--- config.mk ---
export PLATFORM = sky130hd
export DESIGN_NAME = contador_alerta
export DESIGN_NICKNAME = d
export VERILOG_FILES = /design/src/rtl/contador_alerta.sv
export SDC_FILE = /design/constraint.sdc
export NUM_CORES = 1
export LEC_CHECK = 0
export CAP_MARGIN = 20
export CORE_UTILIZATION = 62
export DETAILED_ROUTE_END_ITERATION = 6
export PLACE_DENSITY = 0.83
export SLEW_MARGIN = 40
export SYNTH_ARGS = -nofsm -noshare
export SYNTH_HDL_FRONTEND = slang
export SYNTH_SLANG_ARGS = --single-unit
--- constraint.sdc ---
create_clock -name clock_in -period 4.35 [get_ports clock_in]
set_input_delay 0.435 -clock clock_in [delete_from_list [all_inputs] [get_ports clock_in]]
set_output_delay 0.435 -clock clock_in [all_outputs]
set_load 0.05 [all_outputs]
--- src/rtl/contador_alerta.sv ---
// End-of-cook alert sequencer: on a rising edge of fin, plays BEEPS prescaled beeps; ack aborts.
// Define ALERTA_REMINDER_EN to repeat the burst every REMIND_TICKS while fin stays high.
module contador_alerta #(
  parameter int CLK_DIV      = 25_000_000,
  parameter int CNT_W        = 4,
  parameter int BEEPS        = 3,
  parameter int ON_TICKS     = 1,
  parameter int OFF_TICKS    = 1,
  parameter int REMIND_TICKS = 30
) (
  input  logic             clock_in,
  input  logic             reset,
  input  logic             fin,
  input  logic             ack,
  output logic             beep,
  output logic [CNT_W-1:0] count,
  output logic             busy,
  output logic             done,
  output logic [2:0]       state_dbg
);
  localparam int PS_W   = $clog2(CLK_DIV);
  localparam int PH_MAX = (ON_TICKS > OFF_TICKS) ?
                          ((ON_TICKS > REMIND_TICKS) ? ON_TICKS : REMIND_TICKS) :
                          ((OFF_TICKS > REMIND_TICKS) ? OFF_TICKS : REMIND_TICKS);
  localparam int PH_W   = (PH_MAX > 1) ? $clog2(PH_MAX) : 1;

  localparam logic [PS_W-1:0]  PS_LAST  = PS_W'(CLK_DIV - 1);
  localparam logic [PH_W-1:0]  ON_LAST  = PH_W'(ON_TICKS - 1);
  localparam logic [PH_W-1:0]  OFF_LAST = PH_W'(OFF_TICKS - 1);
  localparam logic [CNT_W-1:0] CNT_END  = CNT_W'(BEEPS);

  typedef enum logic [2:0] {
    S_IDLE = 3'd0,
    S_ON   = 3'd1,
    S_OFF  = 3'd2,
    S_DONE = 3'd3,
    S_WAIT = 3'd4
  } state_t;

  state_t           state_q, state_d;
  logic [PS_W-1:0]  presc_q, presc_d;
  logic [PH_W-1:0]  phase_q, phase_d;
  logic [CNT_W-1:0] count_q, count_d;
  logic             fin_q, fin_d;
  logic             beep_q, beep_d;
  logic             busy_q, busy_d;
  logic             done_q, done_d;
  logic             tick, rise;
  logic [CNT_W-1:0] count_inc;

  assign tick      = (presc_q == PS_LAST);
  assign rise      = fin & ~fin_q;
  assign count_inc = count_q + CNT_W'(1);

  always_comb begin
    state_d = state_q;
    presc_d = tick ? '0 : presc_q + PS_W'(1);
    phase_d = phase_q;
    count_d = count_q;
    fin_d   = fin;
    // ack is checked first in every active state so it beats tick and rise.
    case (state_q)
      S_IDLE: begin
        if (rise && !ack) begin
          state_d = S_ON;
          presc_d = '0;
          phase_d = '0;
          count_d = '0;
        end
      end
      S_ON: begin
        if (ack) begin
          state_d = S_IDLE;
        end else if (tick) begin
          if (phase_q == ON_LAST) begin
            phase_d = '0;
            count_d = count_inc;
            state_d = (count_inc == CNT_END) ? S_DONE : S_OFF;
          end else begin
            phase_d = phase_q + PH_W'(1);
          end
        end
      end
      S_OFF: begin
        if (ack) begin
          state_d = S_IDLE;
        end else if (tick) begin
          if (phase_q == OFF_LAST) begin
            phase_d = '0;
            state_d = S_ON;
          end else begin
            phase_d = phase_q + PH_W'(1);
          end
        end
      end
      S_DONE: begin
        phase_d = '0;
`ifdef ALERTA_REMINDER_EN
        state_d = (fin && !ack) ? S_WAIT : S_IDLE;
`else
        state_d = S_IDLE;
`endif
      end
`ifdef ALERTA_REMINDER_EN
      S_WAIT: begin
        if (ack || !fin) begin
          state_d = S_IDLE;
        end else if (tick) begin
          if (phase_q == PH_W'(REMIND_TICKS - 1)) begin
            state_d = S_ON;
            presc_d = '0;
            phase_d = '0;
            count_d = '0;
          end else begin
            phase_d = phase_q + PH_W'(1);
          end
        end
      end
`endif
      default: state_d = S_IDLE;
    endcase
    beep_d = (state_d == S_ON);
    busy_d = (state_d != S_IDLE);
    done_d = (state_d == S_DONE);
  end

  always_ff @(posedge clock_in or posedge reset) begin
    if (reset) begin
      state_q <= S_IDLE;
      presc_q <= '0;
      phase_q <= '0;
      count_q <= '0;
      fin_q   <= 1'b0;
      beep_q  <= 1'b0;
      busy_q  <= 1'b0;
      done_q  <= 1'b0;
    end else begin
      state_q <= state_d;
      presc_q <= presc_d;
      phase_q <= phase_d;
      count_q <= count_d;
      fin_q   <= fin_d;
      beep_q  <= beep_d;
      busy_q  <= busy_d;
      done_q  <= done_d;
    end
  end

  assign beep      = beep_q;
  assign count     = count_q;
  assign busy      = busy_q;
  assign done      = done_q;
  assign state_dbg = state_q;
endmodule
# ---- Yosys cells after proc, flatten, opt, wreduce, memory -nomap -nowiden
# Index checks and enable logic that the tools add are counted.
dict set report op_classes {
  n_mux 22
  reduce_logical 10
  addsub 3
  n_bitwise 2
  n_eq_ne 13
}
# op count
set ops {}
lappend ops {{two-way mux 25 bit} 3}
lappend ops {{adder 25 x 1 -> 25 bit, second input constant} 1}
lappend ops {{== test 25 bit, second input constant} 1}
lappend ops {{two-way mux 3 bit} 7}
lappend ops {{two-way mux 5 bit} 4}
lappend ops {{two-way mux 4 bit} 4}
lappend ops {{one-hot mux 5 bit (3 select lines)} 1}
lappend ops {{!= test 2 bit, second input constant} 5}
lappend ops {{== test 3 x 2 -> 1 bit, second input constant} 3}
lappend ops {{one-hot mux 3 bit (3 select lines)} 1}
lappend ops {{one-hot mux 4 bit (2 select lines)} 1}
lappend ops {{== test 3 x 1 -> 1 bit, second input constant} 2}
lappend ops {{nonzero test 3 bit} 2}
lappend ops {{adder 5 x 1 -> 5 bit, second input constant} 1}
lappend ops {{logical NOT 5 bit} 1}
lappend ops {{AND reduction 5 bit} 1}
lappend ops {{adder 4 x 1 -> 4 bit, second input constant} 1}
lappend ops {{== test 4 x 2 -> 1 bit, second input constant} 1}
lappend ops {{AND reduction 4 bit} 1}
lappend ops {{logical NOT 3 bit} 1}
lappend ops {{!= test 2 x 1 -> 1 bit, second input constant} 1}
lappend ops {{nonzero test 2 bit} 1}
lappend ops {{OR reduction 2 bit} 1}
lappend ops {{bitwise AND 1 bit} 1}
lappend ops {{4 further kinds} 4}
dict set report word_totals {
  reg_bits 41
  output_inout_bits 10
  in_bits 4
  wordCells 58
}

# ---- Logic depth before layout (Yosys ltp)
# Gate-level depths: netlist of run 1.
dict set report logic_depth {
  depth_word 8
  mapped_depth 9
  ltp_nobuf 8
}

# ---- Worst setup path after synthesis of run 1
# No wires, ideal clock.
dict set report synth_path {
  kind {register -> register}
  start {reg phase_q[0]}
  end {reg count_q[3] (netlist: count[3])}
  setup_slack_ns 2.348
  path_stages_with_launch 9
  synth_period_minus_slack_ns 2.002
  t_required_ns 4.232
  setup_ns 0.118
  path_buffers 1
  t_arrival_ns 1.884
  path_cell_list {dfrtp_1 -> inv_1 -> ha_1 -> or4b_1 -> clkbuf_2 -> o31ai_1 -> o31ai_1 -> a31o_2 -> a21o_1}
}
dict set report synth_via {
  elab_chain_cells 3
}
# element line_no
set synth_lines {}
lappend synth_lines {{start: declaration} 42} ;# logic [PH_W-1:0] phase_q, phase_d;
lappend synth_lines {{start signal: assignment} 140} ;# phase_q <= phase_d;
lappend synth_lines {{logical NOT 5 bit} 75} ;# if (phase_q == ON_LAST) begin
lappend synth_lines {{!= test 2 bit (no line)} --}
lappend synth_lines {{AND reduction 5 bit (no line)} --}
lappend synth_lines {{end signal: assignment} 141} ;# count_q <= count_d;
lappend synth_lines {{end: declaration} 43} ;# logic [CNT_W-1:0] count_q, count_d;
# No other way between the ends.
# A chain may end at the register's enable or synchronous reset.

# ---- Worst setup path after layout of run 1
dict set report layout_path {
  start {reg presc_q[6]}
  end {reg presc_q[16]}
}
dict set report layout_via {
  elab_chain_cells 4
  word_cells_on_any_way 5
  cone_classes {add/sub: 1; eq/ne: 1; mux: 3}
}
# element line_no
set layout_lines {}
lappend layout_lines {{start: declaration} 41} ;# logic [PS_W-1:0] presc_q, presc_d;
lappend layout_lines {{start signal: assignment} 139} ;# presc_q <= presc_d;
lappend layout_lines {{adder 25 x 1 -> 25 bit / == test 25 bit (equally long branches)} {57, 51}}
lappend layout_lines {{two-way mux 25 bit *} 57} ;# presc_d = tick ? '0 : presc_q + PS_W'(1);
lappend layout_lines {{two-way mux 25 bit} 64} ;# if (rise && !ack) begin
lappend layout_lines {{two-way mux 25 bit *} 62} ;# case (state_q)
lappend layout_lines {{via presc_d[16]} 41}
# The timed path passes the listed nets; every way through them passes the cells marked *.

==> metrics.txt, run 1 <==
largest net degree at the start of global routing=42; post-cts hold buffer count=0; area of the core=0.00336 sq mm; category of the worst setup path launch point=flip-flop; post-synth top area share=46.7%; EDFF count, synth=0; First DRT Iteration DRCs=81; Sinks on Clock Net=41; starting density of the core=65.3%; Net Count, Synth=243; cell type with the largest total area after synthesis=sky130_fd_sc_hd__dfrtp_1; global routing usage summed across all routing layers=24.6%; global-route wire length before repair=6670 microns; critical path peak fanout=24; number of resized instances in the post-cts repair step=0; vertical die dimension=61.5 microns; number of nets with antenna violations after detailed routing=0; maximum clock insertion buffer count=2; reg-to-reg endpoint=presc_q[16]$_DFF_PP0_; shortest period the worst path allows=2.32 ns; first-pass iteration count of the detailed router=4; Gate Count Post-Synth=234; placed cell count=288; footprint of the flip-flops and latches=0.00103 sq mm; Detail Placement HPWL=2870 microns; Post-Route Skew=0.00816 ns; global placement routability congestion=0.813; R2R Path Start=presc_q[6]$_DFF_PP0_; number of hold violations in the final report=0; total number of yosys warnings=0; main area contributors after synthesis=sky130_fd_sc_hd__dfrtp_1, sky130_fd_sc_hd__nor2_1, sky130_fd_sc_hd__xnor2_1; Worst Path Class, Setup=flip-flop to flip-flop; Avg Inst Size Synth=9.38 sq um; input/output buffers=13; most used flip-flop cell after synthesis=sky130_fd_sc_hd__dfrtp_1; number of global-route vias before repair=1477; final antenna diode count=0; clock transition time at the flip-flop clock pins of the worst setup and hold paths=0.11 ns; Layout area overhead=9.74%; minimum setup slack among reg-to-reg paths=2.03 ns; data arrival time of the critical path=2.52 ns; cell at the root of the clock tree=sky130_fd_sc_hd__clkbuf_4; accumulated negative setup slack=0 ns; share of the clock period used by the worst path after layout=53.3%; Post-CTS Setup Bufs=0; antenna violations before repair=0; peak supply drop=0.000240 V; number of nets in the final layout=258; total clock buffers created by CTS=5; Routed Wire Length=4030 microns; Design Power=0.724 mW; worst slew margin relative to its limit=48.9%; FF+latch count, synth=41; portion of the post-synthesis area used by sequential elements=46.7%; share of layout cells above drive strength 1=9.20%; std cell rows=21; # fillers=276; leakage power=1.04 nW; outcome=completed; Routed wire per std cell=13.6 microns; die area=0.00378 sq mm; most common cell after layout, fill and taps aside=sky130_fd_sc_hd__dfrtp_1; chip width=61.5 microns; required time of the critical path=4.56 ns; share of flip-flops with an asynchronous set or reset after synthesis=100%; RSZ-0062 raised after global routing=false; vias per std cell=5.65; Final Instance Area=0.00241 sq mm; H-tree level count=2; total area of multi-input combinational cells=0.00110 sq mm; CTS tree=yes; Mapped Area=0.00220 sq mm; Worst-Margin Slew=0.765 ns; total number of vias=1671; Hold/Removal Path Class=input pin to asynchronous set/reset pin; drc violations=0; Worst Hold Slack=0.503 ns; Final Max Slew Viols=0; Congestion Overflow GR=0; # setup viols final=0; commonest non-fill, non-tap cells in the layout=sky130_fd_sc_hd__dfrtp_1, sky130_fd_sc_hd__nor2_1, sky130_fd_sc_hd__nand2_1; Skew-Pair Late Insertion Delay=0.35 ns; Finished Layout Cells=296; Placed Area=0.00236 sq mm; achievable clock frequency=0.432 GHz; Pwr Density=300 mW/mm^2; Ports=14; max-cap check violation count=0; Cell variety after synth=45; CP endpoint kind=flip-flop; FF-to-FF path depth=5
-- flip-flops by register name, indices dropped and copies added (netlist names) --
| signal | cells |
|---|---|
| phase_q | 5 |
| beep | 1 |
| done | 1 |
| count | 4 |
| fin_q | 1 |
| presc_q | 25 |
| busy | 1 |
| state_dbg | 3 |
-- per-layer routing --
| layer | share of wire (%) | GRT usage (%) |
|---|---|---|
| met4 | 2.2 | 12.4 |
| met5 | 0 | 0 |
| met2 | 45 | 35.0 |
| met3 | 3.9 | 5.04 |
| met1 | 49 | 35.6 |
-- worst max path at each step --
| stage | depth (start not counted) | end | from | slack [ns] |
|---|---|---|---|---|
| after floorplan | 8 | count[3]$_DFFE_PP0P_ | phase_q[0]$_DFFE_PP0P_ | 2.35 |
| after global placement | 5 | presc_q[15]$_DFF_PP0_ | presc_q[6]$_DFF_PP0_ | 2.09 |
| after detailed placement | 5 | presc_q[15]$_DFF_PP0_ | presc_q[6]$_DFF_PP0_ | 2.04 |
| after CTS | 5 | presc_q[15]$_DFF_PP0_ | presc_q[6]$_DFF_PP0_ | 2.02 |
| after global routing | 5 | presc_q[16]$_DFF_PP0_ | presc_q[6]$_DFF_PP0_ | 1.84 |
| final | 5 | presc_q[16]$_DFF_PP0_ | presc_q[6]$_DFF_PP0_ | 2.03 |
-- report_power, final --
group / switching [mW] / internal, mW
registers: 0.0336 / 0.412
logic: 0.0561 / 0.0422
clock network: 0.118 / 0.0616
-- critical path, cell delays in order, from the launching register on --
cell,delay [ns]
sky130_fd_sc_hd__dfrtp_1,0.46
sky130_fd_sc_hd__nor4_2,0.33
sky130_fd_sc_hd__nand3_1,0.10
sky130_fd_sc_hd__or4_4,0.55
sky130_fd_sc_hd__nand2_1,0.59
sky130_fd_sc_hd__nor2_1,0.13
-- layout make-up --
| cell class | count | area share [%] |
|---|---|---|
| Timing Repair Buffer | 14 | 5.71 |
| Multi-Input combinational cell | 178 | 45.8 |
| Inverter | 9 | 1.40 |
| Sequential cell | 41 | 42.6 |
| Clock buffer | 6 | 1.71 |
| Clock inverter | 2 | 0.415 |
| Tap cell | 46 | 2.39 |
-- cell families after synthesis --
| family | after synthesis | share of synthesized area [%] |
|---|---|---|
| and+or+nand+nor | 123 | 30.8 |
| DFF | 41 | 46.7 |
| AOI/OAI and AO/OA | 27 | 7.69 |
| xor gates and xnor gates | 22 | 8.77 |
| buffers and inverters | 15 | 3.02 |
| adders and majority gates | 5 | 2.85 |
| other | 1 | 0.171 |
-- synth_stat cells (3+ instances only) --
master	n
sky130_fd_sc_hd__dfrtp_1	41
sky130_fd_sc_hd__nor2_1	39
sky130_fd_sc_hd__nand2_1	20
sky130_fd_sc_hd__nand3_1	16
sky130_fd_sc_hd__o21ai_0	11
sky130_fd_sc_hd__xnor2_1	11
sky130_fd_sc_hd__xor2_1	11
sky130_fd_sc_hd__inv_1	8
sky130_fd_sc_hd__nor3_1	8
sky130_fd_sc_hd__nand4_1	7
sky130_fd_sc_hd__and3_1	6
sky130_fd_sc_hd__a21oi_1	5
sky130_fd_sc_hd__ha_1	5
sky130_fd_sc_hd__buf_2	4
sky130_fd_sc_hd__nor4b_1	3
-- stage by stage --
| step | worst slack, ns | util [%] |
|---|---|---|
| after floorplan | 2.35 | - |
| after global placement | 2.09 | 70.1 |
| after detailed placement | 2.04 | 70.1 |
| after CTS | 2.02 | 71.7 |
| after global routing | 1.84 | 71.7 |
| final | 2.03 | 71.7 |
Power figures use the tool's default switching activity.
==> inputs of run 2 (changes only) <==
--- a/config.mk
+++ b/config.mk
@@ -6,9 +6,9 @@
 export NUM_CORES = 1
 export LEC_CHECK = 0
 export CAP_MARGIN = 20
-export CORE_UTILIZATION = 62
+export CORE_UTILIZATION = 53
 export DETAILED_ROUTE_END_ITERATION = 6
-export PLACE_DENSITY = 0.83
+export PLACE_DENSITY = 0.75
 export SLEW_MARGIN = 40
 export SYNTH_ARGS = -nofsm -noshare
 export SYNTH_HDL_FRONTEND = slang
==> constraint.sdc (replaced) <==
create_clock -name clock_in -period 1.9 [get_ports clock_in]
set_input_delay 0.19 -clock clock_in [delete_from_list [all_inputs] [get_ports clock_in]]
set_output_delay 0.19 -clock clock_in [all_outputs]
set_load 0.05 [all_outputs]
==> run 2 against run 1 <==
Compared with the run above: the run now ends with negative setup slack left; first-iteration DRC count up 23%; die area up 16%; wire length up 34%.
==> metrics.txt, run 2 (same netlist as run 1, synthesis figures left out) <==
outcome=finished with violations; failing checks=negative setup slack; required time of the critical path=2.14 ns; share of the clock period used by the worst path after layout=105%; met1 wire length=2470 microns; smallest setup slack after layout=-0.0946 ns; maximum clock insertion buffer count=2; cell at the root of the clock tree=sky130_fd_sc_hd__clkbuf_8; leakage power=1.31 nW; antenna violations before repair=0; peak supply drop=0.000422 V; critical path peak fanout=3; most common cell after layout, fill and taps aside=sky130_fd_sc_hd__buf_4; std cell rows=23; max-cap check violation count=0; data arrival time of the critical path=2.23 ns; vertical die dimension=66.4 microns; RSZ-0062 raised after global routing=true; area of the core=0.00400 sq mm; clock transition time at the flip-flop clock pins of the worst setup and hold paths=0.08 ns; Skew-Pair Late Insertion Delay=0.30 ns; global routing usage summed across all routing layers=25.2%; vias per std cell=5.62; FF-to-FF path depth=6; number of hold violations in the final report=0; share of layout cells above drive strength 1=32.1%; Placed Area=0.00262 sq mm; die area=0.00440 sq mm; post-cts hold buffer count=0; Max stage delay cell, worst path=sky130_fd_sc_hd__or4_4; shortest period the worst path allows=1.99 ns; Post-Route Skew=0.00550 ns; # setup viols final=31; Layout area overhead=34.1%; final antenna diode count=0; commonest non-fill, non-tap cells in the layout=sky130_fd_sc_hd__buf_4, sky130_fd_sc_hd__dfrtp_1, sky130_fd_sc_hd__nor2_1; chip width=66.4 microns; number of nets with antenna violations after detailed routing=0; number of nets in the final layout=298; global-route wire length before repair=8290 microns; portion of total power attributed to combinational logic=18.3%; Ports=14; H-tree level count=2; starting density of the core=54.9%; CTS tree=yes; total clock buffers created by CTS=5; category of the worst setup path launch point=flip-flop; share of total power consumed by net switching=28.0%; highest routed metal layer=met4; largest register by flop count=presc_q; Worst Path Class, Setup=flip-flop to flip-flop; Hold/Removal Path Class=input pin to asynchronous set/reset pin; number of flip-flops in the largest register=25; switching component of the power=0.565 mW; worst slew margin relative to its limit=65.7%; input/output buffers=13; Final Instance Area=0.00294 sq mm; proportion of power drawn by flip-flops and latches=50.0%; Pwr Density=685 mW/mm^2; first-pass iteration count of the detailed router=4; Worst-Margin Slew=0.514 ns; achievable clock frequency=0.501 GHz; Design Power=2.02 mW; total number of vias=1912; drc violations=0; gate family responsible for the most delay along the worst path=simple AND/OR/NAND/NOR gates; First DRT Iteration DRCs=100; final core area utilization=73.6%; critical path's largest stage delay=0.57 ns; part of the total power dissipated in the clock network=31.6%; accumulated negative setup slack=-0.905 ns; Detail Placement HPWL=3350 microns; routed wire length on met2=2630 microns; Routed Wire Length=5400 microns; Congestion Overflow GR=0; sequence of cells on the critical path=nor4bb_2 -> nand4_1 -> or4_4 -> a21oi_4 -> inv_2 -> nor2_2; Routed wire per std cell=15.9 microns; Crit path depth=6; number of global-route vias before repair=1779; cell internal pwr=1.45 mW; CP endpoint kind=flip-flop; largest net degree at the start of global routing=42; detailed route wirelength on metal3=216 microns; Sinks on Clock Net=41; global placement routability congestion=0.883; Final Max Slew Viols=0; buffers and inverters on the worst path=1
==> run 2: cell count changes in the layout (fill, tap and decap cells not counted), moves of 4 or more <==
cell / change
sky130_fd_sc_hd__clkbuf_8: +7
sky130_fd_sc_hd__o21ai_0: -5
sky130_fd_sc_hd__nor2_1: -4
sky130_fd_sc_hd__buf_4: +38
sky130_fd_sc_hd__dfrtp_1: -4
sky130_fd_sc_hd__clkbuf_4: -5
sky130_fd_sc_hd__o21ai_1: +5
sky130_fd_sc_hd__dfrtp_2: +4
==> run 2: final timing paths <==
check	start	endpoint	slack, ns
max	presc_q[9]$_DFF_PP0_	beep$_DFF_PP0_	-0.09
min	reset	presc_q[3]$_DFF_PP0_	0.32
max reg2reg	presc_q[9]$_DFF_PP0_	beep$_DFF_PP0_	-0.09
min reg2reg	presc_q[4]$_DFF_PP0_	presc_q[4]$_DFF_PP0_	0.54
max in group asynchronous	reset	presc_q[6]$_DFF_PP0_	1.19
min in group clock_in	fin	fin_q$_DFF_PP0_	0.38
==> run 2: metrics by stage <==
step,instances,hold slack [ns],setup slack [ns]
floorplan,234,0.221,-0.0727
global placement,325,0.521,-0.0718
detailed placement,325,0.521,-0.121
CTS,334,0.351,-0.0554
global route,340,0.401,-0.205
finish,340,0.320,-0.0946
==> run 2: timing repair <==
item,4_1_cts,5_1_grt
setup endpoints to repair,13,38
gates cloned,0,1
gates resized for setup,8,31
pin swaps,2,10
setup buffers,1,5
==> run 2: metal layers <==
layer | up-vias | GRT usage (%)
met3 | 8 | 5.17
met4 | 0 | 8.24
met5 | - | 0
li1 | 922 | -
met2 | 55 | 38.8
met1 | 927 | 35.2
==> run 2: power groups by stage <==
stage	registers, mW	clock network (mW)	logic, mW
floorplan	1.03	0	0.189
global route	1.02	0.679	0.408
global placement	1.02	0	0.325
CTS	1.01	0.646	0.350
finish	1.01	0.638	0.370
detailed placement	1.02	0	0.338
==> run 2: area by class of cell <==
type                            instances  area (sq um)
Clock buffer                            7          96.3
Clock inverter                          1          5.00
Fill cell                             289          1060
Inverter                                9          33.8
Multi-Input combinational cell        178          1250
Sequential cell                        41          1030
Tap cell                               50          62.6
Timing Repair Buffer                   54           469
==> run 2: worst min-delay path, stage by stage <==
cell and delay, ns:
sky130_fd_sc_hd__clkdlybuf4s50_1 0.40, sky130_fd_sc_hd__inv_1 0.05, sky130_fd_sc_hd__buf_4 0.43
